--- config.mk ---
export PLATFORM = sky130hd
export DESIGN_NAME = ddrphy_dll_update_arb_flat
export DESIGN_NICKNAME = d
export VERILOG_FILES = /design/src/rtl/ddrphy_upd_pkg.sv /design/src/rtl/ddrphy_dll_update_arb_if.sv /design/src/rtl/ddrphy_sync_2ff.sv /design/src/rtl/ddrphy_dll_update_arb.sv /design/src/flat_wrapper.sv
export SDC_FILE = /design/constraint.sdc
export NUM_CORES = 1
export LEC_CHECK = 0
export BUFFER_PORTS_ARGS = -buffer_cell sky130_fd_sc_hd__buf_2
export CORE_MARGIN = 5
export CORE_UTILIZATION = 50
export DETAILED_ROUTE_END_ITERATION = 7
export GPL_TIMING_DRIVEN = 0
export HOLD_SLACK_MARGIN = 0.08
export PLACE_DENSITY_LB_ADDON = 0.15
export SYNTH_ARGS = -nofsm -noshare
export SYNTH_HDL_FRONTEND = slang
export SYNTH_HIERARCHICAL = 1
export SYNTH_SLANG_ARGS = --single-unit
--- constraint.sdc ---
create_clock -name clk -period 4.5 [get_ports clk]
set_input_delay 1.35 -clock clk [delete_from_list [all_inputs] [get_ports clk]]
set_output_delay 1.35 -clock clk [all_outputs]
set_load 0.02 [all_outputs]
--- src/rtl/ddrphy_upd_pkg.sv ---
// Shared types and default constants for the DDR PHY DLL update arbiter.
// Holds the FSM state encoding, the requester source and the parameter defaults.
package ddrphy_upd_pkg;

    typedef enum logic [2:0] {
        ST_IDLE     = 3'd0,
        ST_FREEZE   = 3'd1,
        ST_UPDATE   = 3'd2,
        ST_RELEASE  = 3'd3,
        ST_ACK_HOLD = 3'd4
    } upd_state_e;

    typedef enum logic {
        SRC_RST = 1'b0,
        SRC_PER = 1'b1
    } upd_src_e;

    localparam int unsigned DEF_UPDATE_PERIOD = 8192;
    localparam int unsigned DEF_FREEZE_HOLD   = 4;
    localparam int unsigned DEF_UPD_PULSE     = 4;

endpackage

--- src/rtl/ddrphy_dll_update_arb_if.sv ---
// Signal bundle between the DLL update arbiter and its surroundings
// (reset sequencer, memory controller, DLL hard macro).
interface ddrphy_dll_update_arb_if;

    logic       rst_req;
    logic       rst_ack;
    logic       periodic_en;
    logic       ctrl_idle;
    logic       dll_lock;
    logic       dll_freeze;
    logic       dll_update;
    logic       upd_busy;
    logic [7:0] upd_count;

    // Arbiter side
    modport slave (
        input  rst_req, periodic_en, ctrl_idle, dll_lock,
        output rst_ack, dll_freeze, dll_update, upd_busy, upd_count
    );

    // Environment side
    modport master (
        output rst_req, periodic_en, ctrl_idle, dll_lock,
        input  rst_ack, dll_freeze, dll_update, upd_busy, upd_count
    );

endinterface

--- src/rtl/ddrphy_sync_2ff.sv ---
// Generic two-flop synchroniser with asynchronous active-low clear.
module ddrphy_sync_2ff #(
    parameter int unsigned W = 1
) (
    input  logic         clk,
    input  logic         rstn,
    input  logic [W-1:0] d_i,
    output logic [W-1:0] q_o
);

    logic [W-1:0] meta_q;
    logic [W-1:0] sync_q;

    always_ff @(posedge clk or negedge rstn) begin
        if (!rstn) begin
            meta_q <= '0;
            sync_q <= '0;
        end else begin
            meta_q <= d_i;
            sync_q <= meta_q;
        end
    end

    assign q_o = sync_q;

endmodule

--- src/rtl/ddrphy_dll_update_arb.sv ---
// DLL update arbiter: serves reset-sequencer and periodic drift requests with a
// fixed freeze -> update -> release sequence on the DLL macro pins.
module ddrphy_dll_update_arb
    import ddrphy_upd_pkg::*;
#(
    parameter int unsigned UPDATE_PERIOD = DEF_UPDATE_PERIOD,
    parameter int unsigned FREEZE_HOLD   = DEF_FREEZE_HOLD,
    parameter int unsigned UPD_PULSE     = DEF_UPD_PULSE
) (
    input  logic                  clk,
    input  logic                  ddr_rstn_key,
    ddrphy_dll_update_arb_if.slave bus
);

    localparam logic [3:0]  FH_LAST  = 4'(FREEZE_HOLD - 1);
    localparam logic [3:0]  UP_LAST  = 4'(UPD_PULSE - 1);
    localparam logic [15:0] TMR_LAST = 16'(UPDATE_PERIOD - 1);

    upd_state_e  state_q, state_d;
    upd_src_e    src_q, src_d;
    logic [3:0]  phase_q, phase_d;
    logic [15:0] timer_q;
    logic        pending_q;
    logic [7:0]  count_q;
    logic        freeze_q, update_q, busy_q, ack_q;
    logic        lock_s;
    logic        done;

    ddrphy_sync_2ff #(.W(1)) u_lock_sync (
        .clk  (clk),
        .rstn (ddr_rstn_key),
        .d_i  (bus.dll_lock),
        .q_o  (lock_s)
    );

    always_comb begin
        state_d = state_q;
        phase_d = phase_q;
        src_d   = src_q;
        done    = 1'b0;
        case (state_q)
            ST_IDLE: begin
                // Reset sequencer wins and is not gated by controller idle
                if (bus.rst_req && lock_s) begin
                    state_d = ST_FREEZE;
                    src_d   = SRC_RST;
                    phase_d = '0;
                end else if (pending_q && bus.ctrl_idle && lock_s) begin
                    state_d = ST_FREEZE;
                    src_d   = SRC_PER;
                    phase_d = '0;
                end
            end
            ST_FREEZE: begin
                if (phase_q == FH_LAST) begin
                    state_d = ST_UPDATE;
                    phase_d = '0;
                end else begin
                    phase_d = phase_q + 4'd1;
                end
            end
            ST_UPDATE: begin
                if (phase_q == UP_LAST) begin
                    state_d = ST_RELEASE;
                    phase_d = '0;
                end else begin
                    phase_d = phase_q + 4'd1;
                end
            end
            ST_RELEASE: begin
                if (phase_q == FH_LAST) begin
                    done    = 1'b1;
                    phase_d = '0;
                    state_d = (src_q == SRC_RST && bus.rst_req) ? ST_ACK_HOLD : ST_IDLE;
                end else begin
                    phase_d = phase_q + 4'd1;
                end
            end
            ST_ACK_HOLD: begin
                if (!bus.rst_req) begin
                    state_d = ST_IDLE;
                end
            end
            default: state_d = ST_IDLE;
        endcase
    end

    // Outputs are decoded from the next state so they move on the entering edge
    always_ff @(posedge clk or negedge ddr_rstn_key) begin
        if (!ddr_rstn_key) begin
            state_q  <= ST_IDLE;
            src_q    <= SRC_RST;
            phase_q  <= '0;
            count_q  <= '0;
            freeze_q <= 1'b0;
            update_q <= 1'b0;
            busy_q   <= 1'b0;
            ack_q    <= 1'b0;
        end else begin
            state_q  <= state_d;
            src_q    <= src_d;
            phase_q  <= phase_d;
            freeze_q <= (state_d inside {ST_FREEZE, ST_UPDATE, ST_RELEASE});
            update_q <= (state_d == ST_UPDATE);
            busy_q   <= (state_d inside {ST_FREEZE, ST_UPDATE, ST_RELEASE});
            ack_q    <= (state_d == ST_ACK_HOLD);
            if (done) begin
                count_q <= count_q + 8'd1;
            end
        end
    end

    // Any completed update refreshes the DLL, so it restarts the drift timer
    always_ff @(posedge clk or negedge ddr_rstn_key) begin
        if (!ddr_rstn_key) begin
            timer_q   <= '0;
            pending_q <= 1'b0;
        end else if (!bus.periodic_en || done) begin
            timer_q   <= '0;
            pending_q <= 1'b0;
        end else if (!pending_q) begin
            if (timer_q == TMR_LAST) begin
                timer_q   <= '0;
                pending_q <= 1'b1;
            end else begin
                timer_q <= timer_q + 16'd1;
            end
        end
    end

    assign bus.dll_freeze = freeze_q;
    assign bus.dll_update = update_q;
    assign bus.upd_busy   = busy_q;
    assign bus.rst_ack    = ack_q;
    assign bus.upd_count  = count_q;

endmodule

--- src/flat_wrapper.sv ---
// flat-port wrapper written by rule: the top's interface ports become plain ports
module ddrphy_dll_update_arb_flat import ddrphy_upd_pkg::*;
#(
    parameter int unsigned UPDATE_PERIOD = DEF_UPDATE_PERIOD,
    parameter int unsigned FREEZE_HOLD   = DEF_FREEZE_HOLD,
    parameter int unsigned UPD_PULSE     = DEF_UPD_PULSE
)
  (clk, ddr_rstn_key, bus_rst_req, bus_periodic_en, bus_ctrl_idle, bus_dll_lock, bus_rst_ack, bus_dll_freeze, bus_dll_update, bus_upd_busy, bus_upd_count);
  ddrphy_dll_update_arb_if bus_i ();
  input  logic clk;
  input  logic ddr_rstn_key;
  input wire logic [$bits(bus_i.rst_req)-1:0] bus_rst_req;
  input wire logic [$bits(bus_i.periodic_en)-1:0] bus_periodic_en;
  input wire logic [$bits(bus_i.ctrl_idle)-1:0] bus_ctrl_idle;
  input wire logic [$bits(bus_i.dll_lock)-1:0] bus_dll_lock;
  output wire logic [$bits(bus_i.rst_ack)-1:0] bus_rst_ack;
  output wire logic [$bits(bus_i.dll_freeze)-1:0] bus_dll_freeze;
  output wire logic [$bits(bus_i.dll_update)-1:0] bus_dll_update;
  output wire logic [$bits(bus_i.upd_busy)-1:0] bus_upd_busy;
  output wire logic [$bits(bus_i.upd_count)-1:0] bus_upd_count;
  assign bus_i.rst_req = bus_rst_req;
  assign bus_i.periodic_en = bus_periodic_en;
  assign bus_i.ctrl_idle = bus_ctrl_idle;
  assign bus_i.dll_lock = bus_dll_lock;
  assign bus_rst_ack = bus_i.rst_ack;
  assign bus_dll_freeze = bus_i.dll_freeze;
  assign bus_dll_update = bus_i.dll_update;
  assign bus_upd_busy = bus_i.upd_busy;
  assign bus_upd_count = bus_i.upd_count;
  ddrphy_dll_update_arb #(.UPDATE_PERIOD(UPDATE_PERIOD), .FREEZE_HOLD(FREEZE_HOLD), .UPD_PULSE(UPD_PULSE)) u_core (.clk(clk), .ddr_rstn_key(ddr_rstn_key), .bus(bus_i));
endmodule
==> Word-level counts from Yosys, hierarchy flattened <==
Index checks and enable logic that the tools add are counted.
{ "totals": {"reg_bits": 38, "input_bits": 6} }
{ "op_classes": {"addsub": 3, "n_eq_ne": 12, "muxes": 22, "n_bitwise": 1, "n_reduce_logical": 13} }
{ "ops": {"columns": ["cell", "count"], "rows": [
  ["2-to-1 mux 16 bit", 3],
  ["2-to-1 mux 3 bit", 7],
  ["adder 16 x 1 -> 16 bit, second input constant", 1],
  ["equality test 16 x 13 -> 1 bit, second input constant", 1],
  ["case mux 3 bit (5 select lines)", 1],
  ["equality test 3 x 2 -> 1 bit, second input constant", 4],
  ["2-to-1 mux 4 bit", 3],
  ["adder 8 x 1 -> 8 bit, second input constant", 1],
  ["case mux 4 bit (2 select lines)", 1],
  ["2-to-1 mux 1 bit", 7],
  ["equality test 3 x 1 -> 1 bit, second input constant", 2],
  ["equality test 3 bit, second input constant", 2],
  ["adder 4 x 1 -> 4 bit, second input constant", 1],
  ["equality test 4 x 2 -> 1 bit, second input constant", 1],
  ["logical AND 1 bit", 4],
  ["AND reduction 2 bit", 2],
  ["nonzero test 2 bit", 2],
  ["zero test 3 bit", 1],
  ["!= test 3 x 1 -> 1 bit, second input constant", 1],
  ["nonzero test 3 bit", 1],
  ["OR reduction 3 bit", 1],
  ["!= test 2 bit, second input constant", 1],
  ["zero test 1 bit", 1],
  ["logical OR 1 bit", 1],
  ["inverter 1 bit", 1]
]} }

==> Longest topological paths before layout <==
Gate-level depths: netlist of run 1.
{ "logic_depth": {"ltp_word": 7, "ltp_mapped": 8, "ltp_nobuf": 5} }

==> By module <==
The synthesis of run 1 kept the hierarchy.
{ "by_module_without_submodules": {"columns": ["mod", "n_inst", "cells_each", "area_each_um2", "seq_area_each_um2"], "rows": [
  ["ddrphy_dll_update_arb", 1, 180, 1839.3, 900.9],
  ["ddrphy_sync_2ff", 1, 2, 50.0, 50.0]
]} }

==> Least setup slack after synthesis of run 1 <==
OpenSTA, ideal clock, no wires.
{ "synth_timing": {"path_type": "input to register", "start": "input port bus_ctrl_idle", "end": "register u_core.update_q (netlist: u_core/bus.dll_update)", "setup_ns": 0.119, "t_arrival_ns": 2.022, "required_ns": 4.381, "slack_ns": 2.359, "stages": 4, "path_cell_list": "a21o_1 -> a221oi_1 -> or3_1 -> and2_1"} }
{ "synth_via": {"elab_chain_cells": 6} }
{ "synth_lines": {"columns": ["element", "line", "rtl"], "rows": [
  ["start: declaration", "flat_wrapper.sv:14", "input wire logic [$bits(bus_i.ctrl_idle)-1:0] bus_ctrl_idle;"],
  ["logical AND 1 bit (2 in a row)", "ddrphy_dll_update_arb.sv:48", "end else if (pending_q && bus.ctrl_idle && lock_s) begin"],
  ["2-to-1 mux 3 bit", "ddrphy_dll_update_arb.sv:48", null],
  ["2-to-1 mux 3 bit", "ddrphy_dll_update_arb.sv:44", "if (bus.rst_req && lock_s) begin"],
  ["case mux 3 bit (5 select lines)", "ddrphy_dll_update_arb.sv:41", "case (state_q)"],
  ["equality test 3 x 2 -> 1 bit", "ddrphy_dll_update_arb.sv:104", "update_q <= (state_d == ST_UPDATE);"],
  ["end signal: assignment", "ddrphy_dll_update_arb.sv:104", null],
  ["end: declaration", "ddrphy_dll_update_arb.sv:25", "logic freeze_q, update_q, busy_q, ack_q;"]
]} }
Every way passes these cells.
A chain may end at the register's enable or synchronous reset.

==> Worst setup path after layout of run 1 <==
{ "layout_timing": {"start": "register u_core.count_q[0] (netlist: u_core/bus.upd_count[0])", "end": "output port bus_upd_count[0]"} }
{ "layout_rtl": {"columns": ["element", "line", "rtl"], "rows": [
  ["start: declaration", "ddrphy_dll_update_arb.sv:24", "logic [7:0] count_q;"],
  ["start signal: assignment", "ddrphy_dll_update_arb.sv:108", "count_q <= count_q + 8'd1;"],
  ["end: declaration", "flat_wrapper.sv:20", "output wire logic [$bits(bus_i.upd_count)-1:0] bus_upd_count;"]
]} }
No word-level cell between the ends.

==> out/qor.csv, run 1 <==
stage;metric;value;unit
synth;synth_edf_count;0;
synth;synth_commonest_cells;dfrtp_1, a21oi_1, nand2_1;
worst_setup_path;crit_cells;1;
clock_network;cts_hold_buf;0;
run;max_cap_violations;0;
cells_and_area;multi_input_area;876;sq um
placed_design;place_hpwl;2570;microns
sta;post-route-period-util;50.7;%
synth;yosysMostFrequentCell;dfrtp_1;
clock_network;cts.clk_slew.worst_paths;70;ps
routing;wl;3610;microns
clock_network;tritoncts;yes;
routing;firstDrtPassIters;4;
synth;postSynthAreaPerCell;10.4;sq um
synth;synth_area;0.00189;sq mm
synth;ys_types;47;
global_routing;antenna_found_initial;0;
clock_network;cts_buffers;5;
floorplan;die_w;71.5;microns
clock_network;cts_resized;0;
sta;hold_viol;0;
sta;tightest_slew;804;ps
clock_network;cts_root_buf;clkbuf_8;
cells_and_area;n_fill_cell;329;
worst_setup_path;cp.required;3150;ps
routing;ant_nets;0;
pwr;ir_drop;0.256;mV
global_routing;grt_pass1_vias;1384;
worst_setup_path;start_kind;flop;
sta;rsz0062_at_grt;false;
placed_design;routabilityCongestion;0.765;
worst_setup_path;crit_start;u_core/bus.upd_count[0];
hold_path;hold_start;u_core/u_lock_sync/meta_q;
status;status;complete, no violations;
cells_and_area;area_growth;12.1;%
synth;synth-seq-area-share;50.3;%
worst_setup_path;slowest_stage;dfrtp_1;
routing;drc_errors;0;
sta;fin_crit;2280;ps
cells_and_area;fin_nets;215;
synth;syn_nets;191;
clock_network;clockBufferDepth;2;
floorplan;pin_count;18;
hold_path;hp-class;reg -> reg;
routing;wire_per_inst;14.3;microns
routing;drt-vias-per-instance;5.66;
sta;fmax;0.438;GHz
floorplan;fp-row-count;22;
sta;finalSetupViolCount;0;
sta;maxSlewViolCount;0;
synth;synthMuxAreaShare;0.596;%
synth;ys.flop_type;dfrtp_1;
global_routing;grt_pass1_wl;6440;microns
synth;synth_top_family_by_area;simple AND/OR/NAND/NOR gates;
synth;synthXorXnorAreaFrac;6.49;%
worst_setup_path;cp-end-kind;primary output;
synth;postSynthCellCount;182;
synth;synth_top_area_share;50.3;%
sta;relSlewSlack;46.4;%
pwr;leakage;0.945;nW
clock_network;clk_latency;280;ps
global_routing;gr-total-overflow;0;
clock_network;post_cts_buffers;0;
synth;synth_top_cell_by_area;dfrtp_1;
global_routing;grt_use_met2;24.0;%
synth;netlist_top_cells_area;dfrtp_1, xnor2_1, a21oi_1;
placed_design;port-buffer-count;17;
worst_setup_path;worstPathMaxFanout;6;
floorplan;start_util;51.6;%
synth;synth_adder_area_share;1.99;%
sta;tns;0;ps
hold_path;hold_depth;0;
floorplan;dieArea;0.00511;sq mm
global_routing;grtUsageMet1;22.0;%
synth;synth-seq-cells;38;
worst_setup_path;path_cells;buf_2;
worst_setup_path;worstReg2RegStart;u_core/phase_q[0];
synth;synthSimpleGateAreaFrac;26.4;%
global_routing;grtUsageMet3;5.05;%
worst_setup_path;rr_worst_depth;8;
cells_and_area;seqCellArea;951;sq um
floorplan;core;0.00366;sq mm
synth;ys_warn_count;6;
worst_setup_path;critPathMaxStageDelay;450;ps
sta;fin_skew;6.97;ps
floorplan;die_h;71.5;microns
cells_and_area;drive_gt1_share;20.0;%
synth;ys_async_sr_fraction;100;%
clock_network;h-tree-depth;2;
pwr;power.density;436;mW/mm^2
global_routing;busiest_layer;met2;
global_routing;grt_util_all_layers;15.7;%
sta;whs;357;ps
clock_network;cts_sinks;38;
worst_setup_path;path_delay_family;flip-flops;
synth;synth-compound-area-share;10.9;%
routing;drtIter0Drc;40;
cells_and_area;diodes;0;
worst_setup_path;arrival;930;ps
worst_setup_path;worstSetupPathType;reg -> out;
worst_setup_path;worst-path-buf-inv;1;
routing;num_vias;1431;
global_routing;grt_max_degree;39;
==> cell type report <==
| class | count | area share, % |
|---|---|---|
| plain buffers | 9 | 2.25 |
| clock buffers | 6 | 3.90 |
| inverters | 4 | 0.709 |
| multi-input cells | 131 | 41.4 |
| flip-flops and latches | 38 | 44.9 |
| well taps | 48 | 2.84 |
| repair buffers | 17 | 4.02 |
==> final timing paths <==
kind	slack [ps]	to
worst max-delay path	2220	bus_upd_count[0]
worst min-delay path	360	u_core/u_lock_sync/q_o
worst max register to register	2360	u_core/timer_q[8]
worst min register to register	360	u_core/u_lock_sync/q_o
max in group asynchronous	2830	u_core/bus.upd_count[5]
min in group asynchronous	1150	u_core/timer_q[11]
==> power breakdown <==
| group | internal [mW] | switching, mW |
|---|---|---|
| registers | 0.394 | 0.0525 |
| logic | 0.107 | 0.142 |
| clock network | 0.118 | 0.109 |
==> routing by layer <==
metal	vias to the layer above	routed length, microns
met5	-	0
met4	0	10
met3	2	244
met2	39	1640
met1	684	1710
li1	706	-
==> layout by cell type, fill, tap and decap left out, drive strengths merged, types with 3 or more instances in the layout <==
cell and count:
xor2 5, and2 3, clkbuf 8, nor2 11
inv 4, or3 6, xnor2 9, a21oi 13
nand4 8, dfrtp 38, or4 3, ha 3
and3 5, o21ai 7, nand3 8, buf 24
a31oi 3, nand2 12, nor2b 4, and4 3
==> flip-flops by register name (all words and copies together), names as in the netlist <==
signal	cells
u_core/timer_q	16
u_core/u_lock_sync/q_o	1
u_core/u_lock_sync/meta_q	1
u_core/bus.dll_update	1
u_core/bus.rst_ack	1
u_core/state_q	3
u_core/phase_q	4
u_core/src_q	1
u_core/bus.upd_count	8
u_core/bus.upd_busy	1
u_core/pending_q	1
==> kinds of logic after synthesis <==
kind of cell / count (synthesis)
AO/OA/AOI/OAI: 34
XOR/XNOR: 14
adder cells (fa/ha/maj): 3
flip-flops: 38
AND/OR/NAND/NOR: 79
buffers and inverters: 13
multiplexers: 1
==> metrics by stage <==
stage / std cells / instance area (sq um) / setup slack (ps) / power (mW) / utilization (%)
6_report: 253 / 2120 / 2220 / 0.923 / 57.8
5_1_grt: 253 / 2120 / 2170 / 0.995 / 57.8
4_1_cts: 253 / 2120 / 2210 / 0.934 / 57.8
3_5_place_dp: 247 / 2030 / 2200 / 0.702 / 55.6
3_3_place_gp: 247 / 2030 / 2190 / 0.690 / 55.6
2_1_floorplan: 182 / 1890 / 2360 / 0.627 / -
Power figures use the tool's default switching activity.
==> run 2, diff against run 1 <==
==> constraint.sdc (replaced) <==
create_clock -name clk -period 2.25 [get_ports clk]
set_input_delay 0.675 -clock clk [delete_from_list [all_inputs] [get_ports clk]]
set_output_delay 0.675 -clock clk [all_outputs]
set_load 0.02 [all_outputs]
==> run 2 against run 1 <==
Design area up 0.24%. Sequential share of layout area down 0.11 points. Critical path depth up 7. Clock-buffer cell count unchanged. Die area unchanged. Cell count unchanged. First-iteration DRC count grew 13%. Sequential power grew 100%. Hold slack about the same.
==> out/qor.csv, run 2 (synthesized netlist as in run 1, its figures left out) <==
stage;metric;value;unit;change
status;status;complete, no violations;;unchanged
sta;fmax;0.481;GHz;
floorplan;die_w;71.5;microns;unchanged
clock_network;post_cts_buffers;0;;unchanged
worst_setup_path;reg2reg_slack;170;ps;was 2360 ps
run;max_cap_violations;0;;unchanged
global_routing;grt_max_degree;39;;unchanged
global_routing;grt_util_all_layers;15.7;%;unchanged
cells_and_area;mostFrequentLayoutCells;dfrtp_1, buf_2, a21oi_1, nand2_1, nor2_1;;unchanged
worst_setup_path;arrival;2290;ps;was 930 ps
sta;finalSetupViolCount;0;;unchanged
sta;hold_viol;0;;unchanged
cells_and_area;multi_input_area;881;sq um;was 876 sq um
cells_and_area;largest_register_ffs;16;;unchanged
clock_network;clk_latency;280;ps;about the same
routing;num_vias;1432;;was 1431
clock_network;h-tree-depth;2;;unchanged
worst_setup_path;critPathMaxStageDelay;410;ps;was 450 ps
global_routing;antenna_found_initial;0;;unchanged
cells_and_area;fin_nets;215;;unchanged
sta;fin_crit;2080;ps;
hold_path;hold_depth;0;;unchanged
routing;wl_met2;1660;microns;was 1640 microns
sta;maxSlewViolCount;0;;unchanged
cells_and_area;drive_gt1_share;20.5;%;was 20.0%
worst_setup_path;path_delay_family;simple AND/OR/NAND/NOR gates;;was flip-flops
clock_network;cts_sinks;38;;unchanged
placed_design;place_area;0.00203;sq mm;unchanged
cells_and_area;area_growth;12.3;%;was 12.1%
worst_setup_path;path_cells;ha_1 -> nor3b_2 -> and4b_1 -> buf_2 -> or2b_2 -> buf_4 -> buf_2 -> a21oi_1;;was buf_2
cells_and_area;final_common_cell;dfrtp_1;;unchanged
floorplan;start_util;51.6;%;unchanged
clock_network;cts_resized;0;;unchanged
cells_and_area;fin_cells;253;;unchanged
floorplan;core;0.00366;sq mm;unchanged
worst_setup_path;path_common_cell;buf_2;;
pwr;leakage;0.948;nW;was 0.945 nW
worst_setup_path;worst-path-buf-inv;3;;was 1
clock_network;cts_buffers;5;;unchanged
worst_setup_path;r2r-end;u_core/timer_q[13];;was u_core/timer_q[8]
pwr;power.density;872;mW/mm^2;was 436 mW/mm^2
floorplan;fp-row-count;22;;unchanged
sta;tns;0;ps;unchanged
routing;ant_nets;0;;unchanged
placed_design;place_hpwl;2570;microns;unchanged
hold_path;hold_start;u_core/u_lock_sync/meta_q;;unchanged
sta;whs;356;ps;was 357 ps
routing;wire_per_inst;14.3;microns;about the same
worst_setup_path;cp-end-kind;flop;;was primary output
global_routing;grt_pass1_vias;1384;;unchanged
placed_design;dp.cells;247;;unchanged
clock_network;cts.clk_slew.worst_paths;70;ps;about the same
routing;firstDrtPassIters;4;;unchanged
clock_network;cts_hold_buf;0;;unchanged
cells_and_area;finish.utilization;58.0;%;was 57.8%
cells_and_area;diodes;0;;unchanged
routing;drt-vias-per-instance;5.66;;about the same
clock_network;cts_root_buf;clkbuf_8;;unchanged
routing;wl_met1;1740;microns;was 1710 microns
floorplan;pin_count;18;;unchanged
floorplan;die_h;71.5;microns;unchanged
pwr;ir_drop;0.511;mV;was 0.256 mV
worst_setup_path;worstSetupPathType;reg -> reg;;was reg -> out
routing;drtIter0Drc;45;;was 40
cells_and_area;top_register;u_core/timer_q;;unchanged
sta;fin_skew;6.97;ps;about the same
routing;wl;3630;microns;was 3610 microns
clock_network;clockBufferDepth;2;;unchanged
worst_setup_path;cp.required;2460;ps;was 3150 ps
cells_and_area;final_area;0.00212;sq mm;about the same
global_routing;grt_pass1_wl;6440;microns;unchanged
sta;relSlewSlack;46.3;%;was 46.4%
floorplan;dieArea;0.00511;sq mm;unchanged
routing;drc_errors;0;;unchanged
hold_path;hp-class;reg -> reg;;unchanged
placed_design;routabilityCongestion;0.765;;unchanged
worst_setup_path;rr_worst_depth;8;;unchanged
hold_path;worstHoldEndpoint;u_core/u_lock_sync/q_o;;unchanged
routing;route.met3.wl;223;microns;was 244 microns
placed_design;port-buffer-count;17;;unchanged
clock_network;tritoncts;yes;;unchanged
global_routing;gr-total-overflow;0;;unchanged
sta;post-route-period-util;92.4;%;
worst_setup_path;worstReg2RegStart;u_core/phase_q[0];;unchanged
worst_setup_path;start_kind;flop;;unchanged
sta;tightest_slew;806;ps;was 804 ps
routing;top_layer;met4;;unchanged
cells_and_area;seqCellArea;951;sq um;unchanged
worst_setup_path;worstPathMaxFanout;10;;was 6
sta;rsz0062_at_grt;false;;unchanged
worst_setup_path;slowest_stage;dfrtp_1;;unchanged
cells_and_area;n_fill_cell;328;;was 329
-- run 2: cell counts in the layout (fill, tap and decap cells not counted) --
No cell type changed its count.
-- run 2: per-stage QoR --
step           total power, mW  setup WS [ps]
2_1_floorplan             1.25            390
3_3_place_gp              1.38            192
3_5_place_dp              1.40            140
4_1_cts                   1.87            108
5_1_grt                   1.99           63.6
6_report                  1.85            172
-- run 2: how the worst max path moves through the flow --
stage / start / endpoint / slack, ps / cells past startpoint
5_1_grt: u_core/phase_q[0] / u_core/timer_q[12] / 60 / 8
3_5_place_dp: u_core/phase_q[0] / u_core/timer_q[8] / 140 / 8
6_report: u_core/phase_q[0] / u_core/timer_q[13] / 170 / 8
3_3_place_gp: u_core/phase_q[0] / u_core/timer_q[2] / 190 / 8
2_1_floorplan: u_core/phase_q[0] / u_core/pending_q / 390 / 8
4_1_cts: u_core/phase_q[0] / u_core/timer_q[8] / 110 / 8
-- run 2: metal layers --
metal / up-vias / global-route usage [%]
li1: 705 / -
met3: 2 / 5.05
met4: 0 / 3.55
met5: - / 0
met2: 35 / 24.0
met1: 690 / 22.0
-- run 2: cell type report --
class,instances,area share [%]
tap,48,2.83
inverter,4,0.708
clock buffer,6,3.89
multi-input combinational,131,41.5
buffer,9,2.24
sequential,38,44.8
timing repair buffer,17,4.01
-- run 2: where the power goes --
group / total (mW) / internal, mW / switching, mW
clock network: 0.453 / 0.236 / 0.217
registers: 0.896 / 0.788 / 0.108
logic: 0.502 / 0.217 / 0.285
